### config.mk
export PLATFORM = sky130hd
export DESIGN_NAME = dmem_arbiter_flat
export DESIGN_NICKNAME = d
export VERILOG_FILES = /design/src/rtl/dmem_pkg.sv /design/src/rtl/dmem_arbiter_if.sv /design/src/rtl/rr_arbiter2.sv /design/src/rtl/dmem_arbiter.sv /design/src/flat_wrapper.sv
export SDC_FILE = /design/constraint.sdc
export NUM_CORES = 1
export LEC_CHECK = 0
export BUFFER_PORTS_ARGS = -buffer_cell sky130_fd_sc_hd__buf_2
export CAP_MARGIN = 20
export CORE_AREA = 2 2 201 203
export DETAILED_ROUTE_END_ITERATION = 7
export DIE_AREA = 0 0 203 205
export GPL_TIMING_DRIVEN = 0
export PLACE_DENSITY = 0.56
export SLEW_MARGIN = 0
export SYNTH_ARGS = -nofsm -noshare
export SYNTH_HDL_FRONTEND = slang
export SYNTH_SLANG_ARGS = --single-unit
### constraint.sdc
create_clock -name clk -period 4.9 [get_ports clk]
set_clock_uncertainty 0.05 [all_clocks]
set_input_delay 0.98 -clock clk [delete_from_list [all_inputs] [get_ports clk]]
set_output_delay 0.98 -clock clk [all_outputs]
set_load 0.02 [all_outputs]
### src/rtl/dmem_pkg.sv
// Shared types and constants for the data-memory arbiter: FSM states and
// doubleword alignment helpers.
package dmem_pkg;

  typedef enum logic [1:0] {
    IDLE   = 2'd0,
    ACCESS = 2'd1,
    RESP   = 2'd2
  } state_e;

  localparam int         DWORD_BYTES     = 8;
  localparam logic [2:0] ADDR_ALIGN_MASK = 3'b111;

  // A legal address is doubleword aligned and leaves room for a full dword.
  function automatic logic addr_bad(input logic [63:0] addr, input int mem_bytes);
    logic [63:0] top;
    top = 64'(mem_bytes - DWORD_BYTES);
    return ((addr[2:0] & ADDR_ALIGN_MASK) != 3'b000) || (addr > top);
  endfunction

endpackage

### src/rtl/dmem_arbiter_if.sv
// Request/response handshake of both requesters plus the data_memory port.
interface dmem_arbiter_if;

  logic [1:0]  req_valid;
  logic [1:0]  req_ready;
  logic [1:0]  req_write;
  logic [63:0] req_addr0;
  logic [63:0] req_addr1;
  logic [63:0] req_wdata0;
  logic [63:0] req_wdata1;
  logic [1:0]  resp_valid;
  logic        resp_err;
  logic [63:0] resp_rdata;
  logic [63:0] mem_address;
  logic [63:0] mem_write_data;
  logic        mem_memorywrite;
  logic        mem_memoryread;
  logic [63:0] mem_read_data;

  modport slave (
    input  req_valid, req_write, req_addr0, req_addr1, req_wdata0, req_wdata1,
    input  mem_read_data,
    output req_ready, resp_valid, resp_err, resp_rdata,
    output mem_address, mem_write_data, mem_memorywrite, mem_memoryread
  );

  modport master (
    output req_valid, req_write, req_addr0, req_addr1, req_wdata0, req_wdata1,
    output mem_read_data,
    input  req_ready, resp_valid, resp_err, resp_rdata,
    input  mem_address, mem_write_data, mem_memorywrite, mem_memoryread
  );

endinterface

### src/rtl/rr_arbiter2.sv
// Combinational two-way grant: a lone requester always wins; on contention
// either requester 0 wins (fixed) or the one not granted last time.
module rr_arbiter2 #(
  parameter int FIXED_PRIO = 0
) (
  input  logic [1:0] req_valid_i,
  input  logic       last_grant_i,
  output logic [1:0] grant_o,
  output logic       grant_id_o
);

  always_comb begin
    grant_id_o = 1'b0;
    grant_o    = 2'b00;
    case (req_valid_i)
      2'b01: begin
        grant_id_o = 1'b0;
        grant_o    = 2'b01;
      end
      2'b10: begin
        grant_id_o = 1'b1;
        grant_o    = 2'b10;
      end
      2'b11: begin
        grant_id_o = (FIXED_PRIO != 0) ? 1'b0 : ~last_grant_i;
        grant_o    = grant_id_o ? 2'b10 : 2'b01;
      end
      default: begin
        grant_id_o = 1'b0;
        grant_o    = 2'b00;
      end
    endcase
  end

endmodule

### src/rtl/dmem_arbiter.sv
// Two-requester arbiter in front of data_memory: one access per three cycles
// (accept, single-cycle memory access, registered response).
module dmem_arbiter
  import dmem_pkg::*;
#(
  parameter int MEM_BYTES  = 64,
  parameter int FIXED_PRIO = 0
) (
  input  logic           clk,
  input  logic           reset_n,
  dmem_arbiter_if.slave  bus
);

  state_e      state_q, state_d;
  logic        last_grant_q, last_grant_d;
  logic        lat_write_q, lat_write_d;
  logic [63:0] lat_addr_q, lat_addr_d;
  logic [63:0] lat_wdata_q, lat_wdata_d;
  logic        lat_id_q, lat_id_d;
  logic        resp_err_q, resp_err_d;
  logic [63:0] resp_rdata_q, resp_rdata_d;

  logic [1:0]  grant;
  logic        grant_id;
  logic        addr_err;

  rr_arbiter2 #(.FIXED_PRIO(FIXED_PRIO)) u_arb (
    .req_valid_i  (bus.req_valid),
    .last_grant_i (last_grant_q),
    .grant_o      (grant),
    .grant_id_o   (grant_id)
  );

  assign addr_err       = addr_bad(lat_addr_q, MEM_BYTES);
  assign bus.resp_err   = resp_err_q;
  assign bus.resp_rdata = resp_rdata_q;

  always_comb begin
    state_d             = state_q;
    last_grant_d        = last_grant_q;
    lat_write_d         = lat_write_q;
    lat_addr_d          = lat_addr_q;
    lat_wdata_d         = lat_wdata_q;
    lat_id_d            = lat_id_q;
    resp_err_d          = resp_err_q;
    resp_rdata_d        = resp_rdata_q;
    bus.req_ready       = 2'b00;
    bus.resp_valid      = 2'b00;
    bus.mem_address     = 64'd0;
    bus.mem_write_data  = 64'd0;
    bus.mem_memorywrite = 1'b0;
    bus.mem_memoryread  = 1'b0;

    case (state_q)
      IDLE: begin
        // Ready is masked while reset is held so nothing looks accepted.
        bus.req_ready = reset_n ? grant : 2'b00;
        if (grant != 2'b00) begin
          lat_write_d  = grant_id ? bus.req_write[1] : bus.req_write[0];
          lat_addr_d   = grant_id ? bus.req_addr1    : bus.req_addr0;
          lat_wdata_d  = grant_id ? bus.req_wdata1   : bus.req_wdata0;
          lat_id_d     = grant_id;
          last_grant_d = grant_id;
          resp_err_d   = 1'b0;
          state_d      = ACCESS;
        end
      end
      ACCESS: begin
        bus.mem_address = lat_addr_q;
        if (!addr_err) begin
          bus.mem_memorywrite = lat_write_q;
          bus.mem_memoryread  = ~lat_write_q;
          bus.mem_write_data  = lat_write_q ? lat_wdata_q : 64'd0;
        end
        resp_err_d   = addr_err;
        resp_rdata_d = (addr_err || lat_write_q) ? 64'd0 : bus.mem_read_data;
        state_d      = RESP;
      end
      RESP: begin
        bus.resp_valid = lat_id_q ? 2'b10 : 2'b01;
        state_d        = IDLE;
      end
      default: state_d = IDLE;
    endcase
  end

  always_ff @(posedge clk or negedge reset_n) begin
    if (!reset_n) begin
      state_q      <= IDLE;
      last_grant_q <= 1'b1;
      lat_write_q  <= 1'b0;
      lat_addr_q   <= 64'd0;
      lat_wdata_q  <= 64'd0;
      lat_id_q     <= 1'b0;
      resp_err_q   <= 1'b0;
      resp_rdata_q <= 64'd0;
    end else begin
      state_q      <= state_d;
      last_grant_q <= last_grant_d;
      lat_write_q  <= lat_write_d;
      lat_addr_q   <= lat_addr_d;
      lat_wdata_q  <= lat_wdata_d;
      lat_id_q     <= lat_id_d;
      resp_err_q   <= resp_err_d;
      resp_rdata_q <= resp_rdata_d;
    end
  end

endmodule

### src/flat_wrapper.sv
// flat-port wrapper written by rule: the top's interface ports become plain ports
module dmem_arbiter_flat import dmem_pkg::*;
#(
  parameter int MEM_BYTES  = 64,
  parameter int FIXED_PRIO = 0
)
  (clk, reset_n, bus_req_valid, bus_req_write, bus_req_addr0, bus_req_addr1, bus_req_wdata0, bus_req_wdata1, bus_mem_read_data, bus_req_ready, bus_resp_valid, bus_resp_err, bus_resp_rdata, bus_mem_address, bus_mem_write_data, bus_mem_memorywrite, bus_mem_memoryread);
  dmem_arbiter_if bus_i ();
  input  logic clk;
  input  logic reset_n;
  input wire logic [$bits(bus_i.req_valid)-1:0] bus_req_valid;
  input wire logic [$bits(bus_i.req_write)-1:0] bus_req_write;
  input wire logic [$bits(bus_i.req_addr0)-1:0] bus_req_addr0;
  input wire logic [$bits(bus_i.req_addr1)-1:0] bus_req_addr1;
  input wire logic [$bits(bus_i.req_wdata0)-1:0] bus_req_wdata0;
  input wire logic [$bits(bus_i.req_wdata1)-1:0] bus_req_wdata1;
  input wire logic [$bits(bus_i.mem_read_data)-1:0] bus_mem_read_data;
  output wire logic [$bits(bus_i.req_ready)-1:0] bus_req_ready;
  output wire logic [$bits(bus_i.resp_valid)-1:0] bus_resp_valid;
  output wire logic [$bits(bus_i.resp_err)-1:0] bus_resp_err;
  output wire logic [$bits(bus_i.resp_rdata)-1:0] bus_resp_rdata;
  output wire logic [$bits(bus_i.mem_address)-1:0] bus_mem_address;
  output wire logic [$bits(bus_i.mem_write_data)-1:0] bus_mem_write_data;
  output wire logic [$bits(bus_i.mem_memorywrite)-1:0] bus_mem_memorywrite;
  output wire logic [$bits(bus_i.mem_memoryread)-1:0] bus_mem_memoryread;
  assign bus_i.req_valid = bus_req_valid;
  assign bus_i.req_write = bus_req_write;
  assign bus_i.req_addr0 = bus_req_addr0;
  assign bus_i.req_addr1 = bus_req_addr1;
  assign bus_i.req_wdata0 = bus_req_wdata0;
  assign bus_i.req_wdata1 = bus_req_wdata1;
  assign bus_i.mem_read_data = bus_mem_read_data;
  assign bus_req_ready = bus_i.req_ready;
  assign bus_resp_valid = bus_i.resp_valid;
  assign bus_resp_err = bus_i.resp_err;
  assign bus_resp_rdata = bus_i.resp_rdata;
  assign bus_mem_address = bus_i.mem_address;
  assign bus_mem_write_data = bus_i.mem_write_data;
  assign bus_mem_memorywrite = bus_i.mem_memorywrite;
  assign bus_mem_memoryread = bus_i.mem_memoryread;
  dmem_arbiter #(.MEM_BYTES(MEM_BYTES), .FIXED_PRIO(FIXED_PRIO)) u_core (.clk(clk), .reset_n(reset_n), .bus(bus_i));
endmodule
==> out/results.tsv, run 1 <==
metric	value	unit
cts_root_buffer	clkbuf_16	
postSynthAreaPerCell	9.33	µm²
netlist_top_cells_area	dfrtp_1 48%, mux2i_1 13%, nand2_1 9.5%, o21ai_0 8.3%, nor3_2 6.3%	
leakage	7.43	nW
post-route-min-period	4.57	ns
fin_cells	2177	
end_kind	output port	
start_kind	flop	
io_pins	525	
vias	9727	
path_class	reg2out	
dr.first_iter.drc_count	405	
yosysWarningCount	0	
hold_buffers	0	
powerDensity	490	nW/µm²
critical_path_peak_fanout	10	
final_antenna_net_count	0	
routed_wl	38500	µm
viasPerCell	4.47	
hold_viol	0	
place.gp.congestion	0.878	
port_buffers	524	
ir_drop	220	µV
cts_resized	0	
ys.flop_type	dfrtp_1	
area_growth	38.7	%
r2r_start	u_core.lat_addr_q[2]	
hold_path_class	in2async	
max_slew_margin	0.278	
h-tree-depth	4	
max_cap_viol_count	0	
dr.pass1.iters	4	
synth_top_area_frac	0.483	
synth_fp_nets	1420	
ys_types	29	
fmax	219	MHz
post-dp-hpwl	30700	µm
fin_util	0.360	
ys_seq_elements	198	
dpl.cell_count	2145	
clkTransAtPathRegs	0.07	ns
grt-ovfl-total	0	
cts_buffers	17	
drc_errors	0	
diodes	0	
syn_inst	1094	
final_cell_mix	542 x buf_2, 258 x nand2_1, 197 x dfrtp_1	
worstPathArrival	3.54	ns
track_usage	0.184	
cts.repair_timing.setup_buffer_count	0	
layout_setup_ws	0.329	ns
die_w	203	µm
synth_edf_count	0	
reg2reg_to	u_core.bus.resp_rdata[60]	
dieArea	41600	µm²
die_h	205	µm
worst_pin_slew	1.07	ns
antenna_found_initial	1	
synth.largest_area_cell	dfrtp_1	
drive_gt1_frac	0.409	
grt_pass1_wl	57900	µm
grt_pass1_vias	9929	
synthArstFlopShare	1.00	
layout.nets	1965	
cts_tree	yes	
clock_path_buffers	2	
grt_max_degree	112	
cp_data_required_time	3.87	ns
clk_latency	0.46	ns
r2r_slack	1.89	ns
rr_worst_depth	7	
timing.final.crit_share	0.933	
fillers	4197	
coreArea	39400	µm²
cts.sinks	198	
status	completed	
rows	73	
seq_area_frac_synth	0.485	
finalMaxSlewViolations	0	
netlist_area	10200	µm²
avgRoutedWirePerCell	17.7	µm
final_common_cell	buf_2	
rsz0062_at_grt	no	
setup-violations-final	0	
initial_core_util	0.259	
dpl_worst_slack	0.665	ns
[metal layers]
metal  track usage  part of all wire  wire length (µm)
met1         0.214              0.41             15700
met2         0.329              0.50             19300
met3        0.0414             0.064              2460
met4        0.0740             0.029              1100
met5             0                 0                 0
[layout make-up]
cell class | instances | area [µm²] | area share
Sequential cell | 198 | 4960 | 0.350
Buffer | 85 | 418 | 0.0295
Tap cell | 525 | 657 | 0.0464
Clock inverter | 13 | 169 | 0.0119
Clock buffer | 19 | 453 | 0.0320
Inverter | 68 | 255 | 0.0180
Multi-Input combinational cell | 743 | 4580 | 0.324
Timing Repair Buffer | 526 | 2670 | 0.188
[critical path: stages, from the launching register on]
cell and delay (ns):
dfrtp_1 0.42, nor4b_1 0.92, nand4_1 0.29, or4_1 0.55
buf_2 0.22, buf_6 0.18, buf_6 0.17, nor3_2 0.13
buf_2 0.20
[power by group]
| group | internal (mW) | switching [mW] |
|---|---|---|
| Sequential | 2.19 | 0.387 |
| Combinational | 0.892 | 1.95 |
| Clock | 0.837 | 0.673 |
[through the flow]
stage | hold WS (ns) | total power [mW] | setup TNS [ns] | cell area, µm²
floorplan | 0.392 | 4.30 | 0 | 10200
global placement | 0.408 | 5.44 | -142.47 | 13500
detailed placement | 0.415 | 5.50 | 0 | 13500
global route | 0.449 | 7.46 | 0 | 14200
finish | 0.417 | 6.93 | 0 | 14200
CTS | 0.431 | 7.04 | 0 | 14200
[state kept, by name, indices dropped and copies added, names as in the netlist]
| name | cells |
|---|---|
| u_core.bus.resp_err | 1 |
| u_core.bus.resp_rdata | 64 |
| u_core.last_grant_q | 1 |
| u_core.lat_addr_q | 64 |
| u_core.lat_id_q | 1 |
| u_core.lat_wdata_q | 64 |
| u_core.lat_write_q | 1 |
| u_core.state_q | 2 |
[Yosys cell counts (all sizes together) (2+ instances only)]
cell type	number
a21oi	2
and2	64
buf	31
clkbuf	54
dfrtp	197
inv	68
mux2i	129
nand2	258
nand4	4
nor2	3
nor3	65
nor4	14
o21ai	194
[cell families (layout without fill, tap and decap cells)]
group | Yosys count | count (layout) | share of synthesized area
simple gates | 414 | 414 | 0.214
flops | 198 | 198 | 0.485
compound gates | 200 | 200 | 0.108
mux | 129 | 129 | 0.126
buf+inv | 153 | 711 | 0.0659
[worst max-delay path by stage]
stage	startpoint	to	slack (ns)	cells after the start
6_report	u_core.lat_addr_q[2]	bus_mem_write_data[43]	0.33	8
3_3_place_gp	reset_n	bus_req_ready[1]	-1.34	3
2_1_floorplan	bus_req_valid[1]	bus_req_ready[1]	1.67	5
3_5_place_dp	bus_req_valid[1]	bus_req_ready[1]	0.67	7
4_1_cts	u_core.lat_addr_q[2]	bus_mem_write_data[43]	0.24	8
5_1_grt	u_core.lat_addr_q[2]	bus_mem_write_data[28]	0.17	8
Power figures use the tool's default switching activity.
==> inputs of run 2 (changes only) <==
Settings changed: SETUP_SLACK_MARGIN set to 0.4.
==> run 2 against run 1 <==
Count of clock-buffer cells in the layout unchanged. Worst hold slack about the same. Sequential share of layout area about the same. Critical endpoint unchanged.
==> out/results.tsv, run 2 (synthesis gave the netlist of run 1 again) <==
metric	value	unit
fin_cells	2177	
timing.final.crit_share	0.856	
ir_drop	220	µV
cp_top_family	simple AND/OR/NAND/NOR gates	
layout.nets	1965	
dr.pass1.iters	4	
clock_path_buffers	2	
hold_path_class	in2async	
post-dp-hpwl	30700	µm
dr.first_iter.drc_count	405	
drive_gt1_frac	0.410	
cts_buffers	17	
max_slew_margin	0.340	
grt_max_degree	112	
post-route-min-period	4.20	ns
cts.sinks	198	
leakage	7.43	nW
diodes	0	
grt-ovfl-total	0	
rsz0062_at_grt	no	
critical_path_peak_fanout	10	
coreArea	39400	µm²
setup-violations-final	0	
h-tree-depth	4	
critPathLaunch	u_core.state_q[1]	
worstPathArrival	3.17	ns
viasPerCell	4.47	
io_pins	525	
die_h	205	µm
die_w	203	µm
cp_data_required_time	3.87	ns
worst_pin_slew	0.991	ns
crit_buf_inv	4	
track_usage	0.184	
path_cells	nor4b_2 > nand4_1 > or4_1 > buf_2 > buf_6 > buf_6 > nor3_2 > buf_2	
cpPeakStageDelay	0.60	ns
vias	9723	
hold_buffers	0	
initial_core_util	0.259	
fmax	238	MHz
rows	73	
fillers	4194	
final_antenna_net_count	0	
ff_latch_area	4960	µm²
end_kind	output port	
port_buffers	524	
place.gp.congestion	0.878	
routed_wl	38500	µm
avgRoutedWirePerCell	17.7	µm
fin_hold_ws	0.417	ns
grt_pass1_wl	57900	µm
finalMaxSlewViolations	0	
drc_errors	0	
final_common_cell	buf_2	
hold_viol	0	
cts_root_buffer	clkbuf_16	
multi_input_area	4590	µm²
r2r_start	u_core.state_q[1]	
clkTransAtPathRegs	0.07	ns
crit_slowest_cell	nor4b_2	
dieArea	41600	µm²
area_growth	38.7	%
path_class	reg2out	
dpl.cell_count	2145	
cts_tree	yes	
status	completed	
max_cap_viol_count	0	
antenna_found_initial	1	
start_kind	flop	
powerDensity	490	nW/µm²
final_cell_mix	542 x buf_2, 258 x nand2_1, 197 x dfrtp_1	
clk_latency	0.46	ns
grt_pass1_vias	9929	
==> run 2: layout make-up <==
type	instances	area share
repair buffers	526	0.188
plain buffers	85	0.0295
well taps	525	0.0464
multi-input cells	743	0.324
flip-flops and latches	198	0.350
inverters	68	0.0180
clock inverters	13	0.0119
clock buffers	19	0.0320
==> run 2: metal layers <==
| metal | part of all wire | GRT usage |
|---|---|---|
| met4 | 0.029 | 0.0740 |
| met1 | 0.41 | 0.214 |
| met5 | 0 | 0 |
| met2 | 0.50 | 0.329 |
| met3 | 0.064 | 0.0414 |
==> run 2: per-stage QoR <==
| stage | util | setup TNS [ns] | setup WS [ns] | cell area [µm²] | power (mW) |
|---|---|---|---|---|---|
| finish | 0.360 | 0 | 0.703 | 14200 | 6.94 |
| global route | 0.360 | 0 | 0.538 | 14200 | 7.47 |
| CTS | 0.360 | 0 | 0.602 | 14200 | 7.04 |
| detailed placement | 0.344 | 0 | 0.665 | 13500 | 5.50 |
| global placement | 0.343 | -142.47 | -1.34 | 13500 | 5.44 |
| floorplan | - | 0 | 1.67 | 10200 | 4.30 |
==> run 2: path summary, 6_finish.rpt <==
kind / cells after the start / slack (ns) / to
min in group clk: 2 / 0.43 / u_core.bus.resp_rdata[42]
min reg2reg: 2 / 0.43 / u_core.bus.resp_rdata[42]
min: 1 / 0.42 / u_core.bus.resp_rdata[50]
max in group asynchronous: 2 / 3.33 / u_core.lat_addr_q[48]
max: 8 / 0.70 / bus_mem_write_data[43]
max reg2reg: 7 / 2.00 / u_core.lat_addr_q[58]
==> run 2: repair_timing <==
item | CTS | global route
gates resized for setup | 1 | 0
setup endpoints to repair | 66 | 0
buffers inserted | 0 | 0
hold endpoints to repair | 0 | 0
==> run 2: power by group <==
| group | switching, mW | internal (mW) |
|---|---|---|
| clock network | 0.674 | 0.837 |
| registers | 0.389 | 2.19 |
| logic | 1.95 | 0.893 |
| total | 3.02 | 3.92 |
==> run 2: worst reg2reg max path: stages, from the launching register on <==
cell      delay (ns)
dfrtp_1         0.40
nor2_1          0.12
o21ai_1         0.28
clkbuf_1        0.66
clkbuf_1        0.67
buf_2           0.46
nand2_1         0.10
o21ai_0         0.08
